**config.mk**
```make
export PLATFORM = sky130hd
export DESIGN_NAME = fetch_unit
export DESIGN_NICKNAME = d
export VERILOG_FILES = /design/src/rtl/cpu_pkg.sv /design/src/rtl/fetch_unit.sv
export SDC_FILE = /design/constraint.sdc
export NUM_CORES = 1
export LEC_CHECK = 0
export ABC_AREA = 1
export CORE_MARGIN = 3
export CORE_UTILIZATION = 26
export CTS_CLUSTER_DIAMETER = 80
export CTS_CLUSTER_SIZE = 8
export DETAILED_ROUTE_END_ITERATION = 7
export GPL_ROUTABILITY_DRIVEN = 1
export GPL_TIMING_DRIVEN = 0
export PLACE_DENSITY = 0.47
export SLEW_MARGIN = 0
export SYNTH_ARGS = -nofsm -noshare
export SYNTH_HDL_FRONTEND = slang
export SYNTH_SLANG_ARGS = --single-unit
```
**constraint.sdc**
```tcl
create_clock -name clk -period 4.6 [get_ports clk]
set_input_delay 1.15 -clock clk [delete_from_list [all_inputs] [get_ports clk]]
set_output_delay 1.15 -clock clk [all_outputs]
set_load 0.01 [all_outputs]
```
**src/rtl/cpu_pkg.sv**
```systemverilog
// Shared CPU definitions: opcodes, field widths and fetch FSM states.
// Used by fetch_unit (optional NOP_SKIP_EN build) and the decoder.
package cpu_pkg;

  localparam int OPC_W = 5;
  localparam int OPR_W = 12;
  localparam int WORD_W = OPC_W + OPR_W;

  localparam logic [OPC_W-1:0] JPNZ = 5'd24;
  localparam logic [OPC_W-1:0] JMPZ = 5'd26;
  localparam logic [OPC_W-1:0] NOP = 5'd28;
  localparam logic [OPC_W-1:0] ENDOP = 5'd31;

  typedef enum logic [1:0] {
    IDLE = 2'd0,
    ISSUE = 2'd1,
    HOLD = 2'd2,
    HALT = 2'd3
  } fetch_state_t;

  function automatic logic is_branch(
    input logic [OPC_W-1:0] op
  );
    return (op == JPNZ) || (op == JMPZ);
  endfunction

endpackage

```
**src/rtl/fetch_unit.sv**
```systemverilog
// Instruction fetch: PC, IR and IDLE/ISSUE/HOLD/HALT sequencer.
// Define NOP_SKIP_EN to drop fetched nops before they reach execute.
module fetch_unit
  import cpu_pkg::*;
#(
  parameter int ADDR_W = 11,
  parameter int INSTR_W = 17
) (
  input logic clk,
  input logic rst,
  input logic start,
  output logic [ADDR_W-1:0] pc_addr,
  input logic [INSTR_W-1:0] instr_in,
  output logic ir_valid,
  input logic ir_ready,
  input logic br_taken,
  output logic [INSTR_W-1:0] ir_out,
  output logic halted,
  output logic [15:0] instr_cnt
);

  fetch_state_t state_q, state_d;
  logic [ADDR_W-1:0] pc_q, pc_d;
  logic [INSTR_W-1:0] ir_q, ir_d;
  logic halted_q, halted_d;
  logic [15:0] cnt_q, cnt_d;

  logic [OPC_W-1:0] ir_op;
  logic [ADDR_W-1:0] pc_inc;
  logic [ADDR_W-1:0] pc_next;
  logic [15:0] cnt_inc;

  assign ir_op = ir_q[INSTR_W-1 -: OPC_W];
  assign pc_inc = pc_q + 1'b1;
  assign cnt_inc = (cnt_q == 16'hFFFF) ? cnt_q : cnt_q + 16'd1;

  always_comb begin
    pc_next = pc_inc;
    if (is_branch(ir_op) && br_taken)
      pc_next = ir_q[ADDR_W-1:0];
  end

`ifdef NOP_SKIP_EN
  logic is_nop;
  assign is_nop = instr_in[INSTR_W-1 -: OPC_W] == NOP;
`endif

  always_comb begin
    state_d = state_q;
    pc_d = pc_q;
    ir_d = ir_q;
    halted_d = halted_q;
    cnt_d = cnt_q;
    unique case (state_q)
      IDLE: begin
        if (start) begin
          state_d = ISSUE;
          pc_d = '0;
          cnt_d = '0;
        end
      end
      ISSUE: begin
`ifdef NOP_SKIP_EN
        if (is_nop) begin
          pc_d = pc_inc;
        end else begin
          ir_d = instr_in;
          state_d = HOLD;
        end
`else
        ir_d = instr_in;
        state_d = HOLD;
`endif
      end
      HOLD: begin
        if (ir_ready) begin
          cnt_d = cnt_inc;
          if (ir_op == ENDOP) begin
            halted_d = 1'b1;
            state_d = HALT;
          end else begin
            pc_d = pc_next;
            state_d = ISSUE;
          end
        end
      end
      HALT: begin
        if (start) begin
          halted_d = 1'b0;
          pc_d = '0;
          cnt_d = '0;
          state_d = ISSUE;
        end
      end
      default: state_d = IDLE;
    endcase
  end

  always_ff @(posedge clk or posedge rst) begin
    if (rst) begin
      state_q <= IDLE;
      pc_q <= '0;
      ir_q <= '0;
      halted_q <= 1'b0;
      cnt_q <= '0;
    end else begin
      state_q <= state_d;
      pc_q <= pc_d;
      ir_q <= ir_d;
      halted_q <= halted_d;
      cnt_q <= cnt_d;
    end
  end

  // The memory samples the next PC at the edge that commits it,
  // so its data is ready during the following ISSUE cycle.
  assign pc_addr = pc_d;
  assign ir_valid = state_q == HOLD;
  assign ir_out = ir_q;
  assign halted = halted_q;
  assign instr_cnt = cnt_q;

endmodule

```
# Word level (Yosys, flattened, before mapping)
# Index checks and enable logic that the tools add are counted.
# Widths: inputs -> output; s select.
[totals]
wordCells = 45
out_inout_bits = 46
regBits = 47
in_bits = 22
[classes]
add_sub_neg = 2
n_reduce_logical = 9
mux = 17
eq_ne = 12
[ops]
columns = ["op", "n"]
rows = [
  ["$mux 16", 3],
  ["$mux 11", 4],
  ["$pmux 16 s2", 1],
  ["$pmux 11 s2", 1],
  ["$add 16x1->16 const B", 1],
  ["$eq 16x16->1 const B", 1],
  ["$eq 5x5->1 const B", 3],
  ["$add 11x1->11 const B", 1],
  ["$reduce_and 4->1", 2],
  ["$mux 2", 3],
  ["$ne 2x1->1 const B", 3],
  ["$pmux 2 s3", 1],
  ["$eq 2x2->1 const B", 2],
  ["$ne 2x2->1 const B", 2],
  ["$reduce_bool 2->1", 2],
  ["$mux 1", 3],
  ["$eq 2x1->1 const B", 1],
  ["$logic_not 2->1", 1],
  ["$pmux 1 s2", 1],
  ["$reduce_and 2->1", 1],
  ["$reduce_or 2->1", 1],
  ["$logic_and 1x1->1", 1],
  ["$logic_or 1x1->1", 1],
]

# Longest topological paths before layout
# Gate-level depths: netlist of run 1.
[logic_depth]
ltp_word = 7
depth_mapped = 10
ltp_nobuf = 10

# Worst setup path after synthesis of run 1
# Ideal clock, no wire load.
[synth_timing]
kind = "input-to-output"
startpoint = "input br_taken"
endpoint = "output pc_addr[1]"
arrival_ns = 2.019
path_stages = 5
path_slack_ns = 1.431
path_buffers = 1
required_ns = 3.450
path_cell_list = "nand3_1 nor2_2 buf_2 o21ai_0 o21ai_0"
[synth_via]
elab_chain_cells = 5
[synth_rtl]
columns = ["item", "line", "text"]
rows = [
  ["from (decl)", "fetch_unit.sv:16", "input logic br_taken,"],
  ["$logic_and 1x1->1", "fetch_unit.sv:39", "if (is_branch(ir_op) && br_taken)"],
  ["$mux 11", "fetch_unit.sv:39", ""],
  ["$mux 11", "fetch_unit.sv:78", "if (ir_op == ENDOP) begin"],
  ["$mux 11", "fetch_unit.sv:76", "if (ir_ready) begin"],
  ["$pmux 11 s2", "fetch_unit.sv:54", "unique case (state_q)"],
  ["to (decl)", "fetch_unit.sv:12", "output logic [ADDR_W-1:0] pc_addr,"],
]
# Every way passes these cells.

# Final worst setup path of run 1
[layout_timing]
startpoint = "input ir_ready"
endpoint = "output pc_addr[8]"
[layout_via]
elab_chain_cells = 2
[layout_rtl]
columns = ["item", "line", "text"]
rows = [
  ["from (decl)", "fetch_unit.sv:15", "input logic ir_ready,"],
  ["$mux 11", "fetch_unit.sv:76", ""],
  ["$pmux 11 s2", "fetch_unit.sv:54", ""],
]
# Every way passes these cells.

==> results of run 1 <==
where the power goes:
part           internal, mW  switching, mW
Sequential            0.524          0.102
Combinational         0.392          0.547
Clock                 0.162          0.155
area by class of cell:
type                    count  area share (%)
multi-input cells         273           36.71
flip-flops and latches     47           31.63
repair buffers             68           18.57
well taps                 133           4.475
inverters                  44           4.441
clock buffers               5           1.851
clock inverters             3           1.178
plain buffers               7           1.144
critical path: stages:
cell and delay (ns):
clkdlybuf4s50_1 0.49, inv_1 0.06, nor2_1 0.42, nand2_1 0.22, a21oi_1 0.23, nand2_1 0.08, nand2_1 0.07, clkdlybuf4s50_1 0.53
synthesized netlist by cell type (all sizes together), types with 3 or more instances:
master	count
mux2	6
inv	44
o21bai	5
xor2	6
nand3	32
o211ai	3
nor3	3
nand4	11
clkbuf	4
o21ai	36
dfrtp	47
ha	6
nor2	31
a21oi	10
buf	3
nand2	121
registers in the layout, summed over array words and instances, names as in the netlist:
name and flops:
pc_q 11, ir_out 17, state_q 2, halted 1, instr_cnt 16
metrics by stage:
stage	power [mW]	hold slack, ns	instance area, sq um
final	1.881	0.4811	3719
after global routing	2.037	0.5320	3719
after CTS	1.909	0.4867	3719
after detailed placement	1.584	0.4629	3606
after global placement	1.576	0.4594	3586
after floorplan	1.156	0.5049	2749
path summary, 6_finish.rpt:
check	startpoint	end	slack, ns	cells past startpoint
max	ir_ready	pc_addr[8]	0.20	8
min	halted	halted	0.48	2
max reg2reg	state_q[0]	pc_q[4]	2.58	8
min reg2reg	halted	halted	0.48	2
max in group asynchronous	rst	state_q[1]	2.89	3
min in group asynchronous	rst	ir_out[11]	1.18	2
kinds of logic after synthesis:
family | Yosys count
DFF | 47
AOI/OAI and AO/OA | 56
muxes | 6
xor gates and xnor gates | 7
adders and majority gates | 6
buffers and inverters | 51
and+or+nand+nor | 198
routing by layer:
metal	up-vias	GRT usage (%)	share of wire, %
li1	1355	-	-
met3	4	3.079	5.6
met1	1196	20.98	52
met2	57	20.65	42
met5	-	0	0
met4	0	3.517	0.73
==> metrics.txt, run 1 <==
Sinks on Clock Net=between 40 and 50; Clock Latency Late Sink=0.31 ns; Die H=108.8 um; CORE AREA=10040 sq um; WL per Instance=13.74 um; CTS resizes=0; H-tree levels=2; Inserted Clock Buffers=5; final core utilization=37.02%; final non-filler cell total=580; fin. max-slew vios=0; area leader, netlist=dfrtp_1; synthesized area=between 2000 and 3000 sq um; Adder-Cell Fraction of Synth Area=under 10%; first-pass GRT wire length=13100 um; post-layout min period=4.401 ns; die area=11840 sq um; # port buffers=67; max_cap viols=0; Worst slew margin=62.15%; Starting DRT DRC Count=122; final worst path period share=95.68%; # diodes=0; final hold viol count=0; Post-Syn Instances=around 370; Avg Cell Area, Syn=roughly 7.4 sq um; complex-gate fraction of the synthesized area=11.52%; Worst-Margin Slew=0.5678 ns; die width=108.8 um; syn nets=399; CTS tree=yes; Synth area leaders=dfrtp_1 43%, nand2_1 16%, inv_1 5.7%; RSZ-0062 raised after global routing=false; pin count of the biggest net entering global routing=27; # fillers=1076; setup violation total in the final timing report=0; Synth Area in Simple Gates=30.72%; DR DRC count=0; maximum fanout along the worst path=8; std cell rows=36; Synth async-reset ratio=100.0%; hpwl dp=between 6000 and 7000 um; area grow syn2layout=35.28%; antenna viol nets, final=0; commonest non-fill, non-tap cell in the layout=nand2_1; highest clock rate=0.2272 GHz; top-area cell type share of the netlist area=between 40% and 50%; CTS Root Cell=clkbuf_8; Worst setup SP type=input port; multi-input logic area=1365 sq um; FF/Latch Area=1176 sq um; CP Data Required Time=between 3 and 4 ns; most frequent cells in the layout=120 x nand2_1, 67 x clkdlybuf4s50_1, 47 x dfrtp_1; Peak VDD IR=0.2139 mV; clk buf depth=2; Setup WS post-layout=0.1988 ns; EDFF count, synth=0; Layout Nets=474; Setup Total Neg Slack=0 ns; status=completed; Initial Util=27.37%; initial antenna violation count=0; Post-Synth XOR/XNOR Area=2.230%; ratio of cells with drive above 1 in the final layout=6.711%; gr ovfl total=0; clock transition at the registers of the reported paths=0.09 ns; Overall Global Routing Usage=14.11%; vias in the first global route=between 2000 and 3000; I/O pins=around 70; drt first pass iters=4; setup bufs post-CTS=0; count of cell types in the netlist=28; DP Worst Slack=0.2018 ns; ys flop type=dfrtp_1; synth warn=0; sequential fraction of the synthesis area=between 40% and 50%; Power Dens Cells=505.9 nW/um^2; Vias=around 2600; crit path DAT=3.25 ns; register bit total from synthesis=47; Routed WL=approximately 8000 um; Vias/cell=4.503; crit end category=output pin; GP Congestion=between 0.8 and 0.9; Static Leak=1.603 nW; Hold/Removal Path Class=flip-flop to flip-flop; main combinational cell family by area after synthesis=simple AND/OR/NAND/NOR gates; CTS hold repair buffers=0; multiplexer share of the synthesized area=roughly 2.5%; worst-case clock skew=0.009476 ns; CP Class=input port to output pin; Placed Instances=572
(Power assumes the default switching activity.)
==> inputs of run 2 (changes only) <==
--- a/config.mk
+++ b/config.mk
@@ -6,14 +6,15 @@
 export NUM_CORES = 1
 export LEC_CHECK = 0
 export ABC_AREA = 1
+export CELL_PAD_IN_SITES_DETAIL_PLACEMENT = 1
+export CELL_PAD_IN_SITES_GLOBAL_PLACEMENT = 2
 export CORE_MARGIN = 3
 export CORE_UTILIZATION = 26
 export CTS_CLUSTER_DIAMETER = 80
-export CTS_CLUSTER_SIZE = 8
 export DETAILED_ROUTE_END_ITERATION = 7
 export GPL_ROUTABILITY_DRIVEN = 1
 export GPL_TIMING_DRIVEN = 0
-export PLACE_DENSITY = 0.47
+export PLACE_DENSITY = 0.75
 export SLEW_MARGIN = 0
 export SYNTH_ARGS = -nofsm -noshare
 export SYNTH_HDL_FRONTEND = slang
==> metrics.txt, run 2 (synthesis gave the netlist of run 1 again) <==
status=completed; die area=11840 sq um (unchanged); max reg flops=17 (unchanged); worst path cell trace=clkdlybuf4s50_1 -> nand3_1 -> nor2_2 -> buf_2 -> o21ai_0 -> o21ai_0 -> clkdlybuf4s50_1; most frequent cells in the layout=120 x nand2_1, 67 x clkdlybuf4s50_1, 47 x dfrtp_1; final hold viol count=0 (unchanged); crit path DAT=3.25 ns (about the same); DR DRC count=0 (unchanged); Vias=2712 (+3.8%); CTS tree=yes; Worst slew margin=55.67% (-6.5 points); highest clock rate=0.2272 GHz (about the same); Hold/Removal Path Class=flip-flop to flip-flop; worst-case clock skew=0.02314 ns (+0.01367 ns); Static Leak=1.596 nW (-0.41%); M1 GR Usage=19.82% (-1.2 points); RSZ-0062 raised after global routing=false; CP Data Required Time=3.45 ns (about the same); CP delay by family, top=buffers and inverters; setup bufs post-CTS=0 (unchanged); commonest non-fill, non-tap cell in the layout=nand2_1; Setup WS post-layout=0.1980 ns (-0.0008070 ns); # port buffers=67 (unchanged); H-tree levels=2 (unchanged); fin. max-slew vios=0 (unchanged); vias in the first global route=2911 (+13%); grt met2 use=28.51% (+7.9 points); maximum fanout along the worst path=10 (+2); Power Dens Cells=510.7 nW/um^2 (+0.94%); delay of the slowest critical-path stage=0.60 ns (+0.07 ns); # diodes=0 (unchanged); initial antenna violation count=0 (unchanged); CP Class=input port to output pin; # fillers=1258 (+17%); std cell rows=36 (unchanged); die width=108.8 um (unchanged); crit end category=output pin; Routed WL=8820 um (+11%); hpwl dp=6736 um (+10%); antenna viol nets, final=0 (unchanged); Initial Util=27.37% (unchanged); first-pass GRT wire length=14630 um (+12%); met3 usage=2.546% (-0.53 points); max_cap viols=0 (unchanged); post-layout min period=4.402 ns (+0.0008070 ns); Inserted Clock Buffers=5 (unchanged); clk buf depth=2 (unchanged); Vias/cell=4.684 (+4.0%); clock transition at the registers of the reported paths=0.08 ns (about the same); Layout Nets=474 (unchanged); Top Usage Layer GRT=met2; Peak VDD IR=0.2217 mV (+3.6%); WL per Instance=15.23 um (+11%); area grow syn2layout=35.00%; multi-input logic area=1368 sq um (+0.18%); I/O pins=68 (unchanged); GP Congestion=0.7785 (-3.6%); drt first pass iters=4 (unchanged); DP Worst Slack=-0.02690 ns (-0.2287 ns); CP bufs+invs=3 (unchanged); CTS Root Cell=clkbuf_8; Starting DRT DRC Count=87 (-29%); gr ovfl total=0 (unchanged); setup violation total in the final timing report=0 (unchanged); Worst-Margin Slew=0.6626 ns (+0.09478 ns); final worst path period share=95.70% (about the same); CORE AREA=10040 sq um (unchanged); Die H=108.8 um (unchanged); worst hold slack=0.4854 ns (+0.004289 ns); ratio of cells with drive above 1 in the final layout=6.502% (-0.21 points); Clock Latency Late Sink=0.30 ns (about the same); CP max-delay cell=clkdlybuf4s50_1; pin count of the biggest net entering global routing=37 (+37%); Worst setup SP type=input port; Overall Global Routing Usage=15.69% (+1.6 points); FF/Latch Area=1176 sq um (unchanged); Sinks on Clock Net=47 (unchanged)
## run 2: what timing repair did
action,4_1_cts,5_1_grt
setup endpoints to repair,1,0
resized for setup,1,0
hold buffers,0,0
## run 2: worst reg2reg max path, cell delays in order, from the launching register on
cell and delay [ns]:
dfrtp_1 0.44, inv_1 0.06, ha_1 0.42, inv_2 0.15, nor2_1 0.05, nor2_1 0.51, inv_1 0.26, nand2_1 0.11
nand2_1 0.11
## run 2: worst paths after layout
check / from / end / slack, ns / cells after the start
setup / recovery: br_taken / pc_addr[1] / 0.20 / 7
hold reg to reg: halted / halted / 0.49 / 2
max in group asynchronous: rst / halted / 2.98 / 3
setup reg to reg: state_q[0] / pc_q[2] / 2.35 / 8
hold / removal: halted / halted / 0.49 / 2
min in group asynchronous: rst / ir_out[6] / 1.11 / 2
## run 2: per-stage QoR
stage	util (%)	TNS [ns]	instances	power [mW]	cell area (sq um)
6_report	36.95	0	579	1.895	3711
5_1_grt	36.95	0	579	2.054	3711
4_1_cts	36.95	0	579	1.941	3711
3_5_place_dp	35.90	-0.02690	572	1.625	3606
3_3_place_gp	35.70	0	571	1.604	3586
2_1_floorplan	-	0	371	1.156	2749
## run 2: power by group
group	total, mW	internal [mW]	switching, mW
logic	0.964	0.392	0.572
registers	0.620	0.524	0.0957
clock network	0.311	0.160	0.151
## run 2: area by class of cell
cell class / count / share of cell area, %
multi-input combinational: 273 / 36.85
inverter: 44 / 4.450
clock buffer: 6 / 1.955
buffer: 7 / 1.146
clock inverter: 1 / 0.8092
sequential: 47 / 31.69
tap: 133 / 4.484
timing repair buffer: 68 / 18.61
## run 2: metal layers
layer	wire length (um)	vias up
met3	271	4
met1	3964	1323
met2	4528	40
met4	56	0
met5	0	-
li1	-	1345
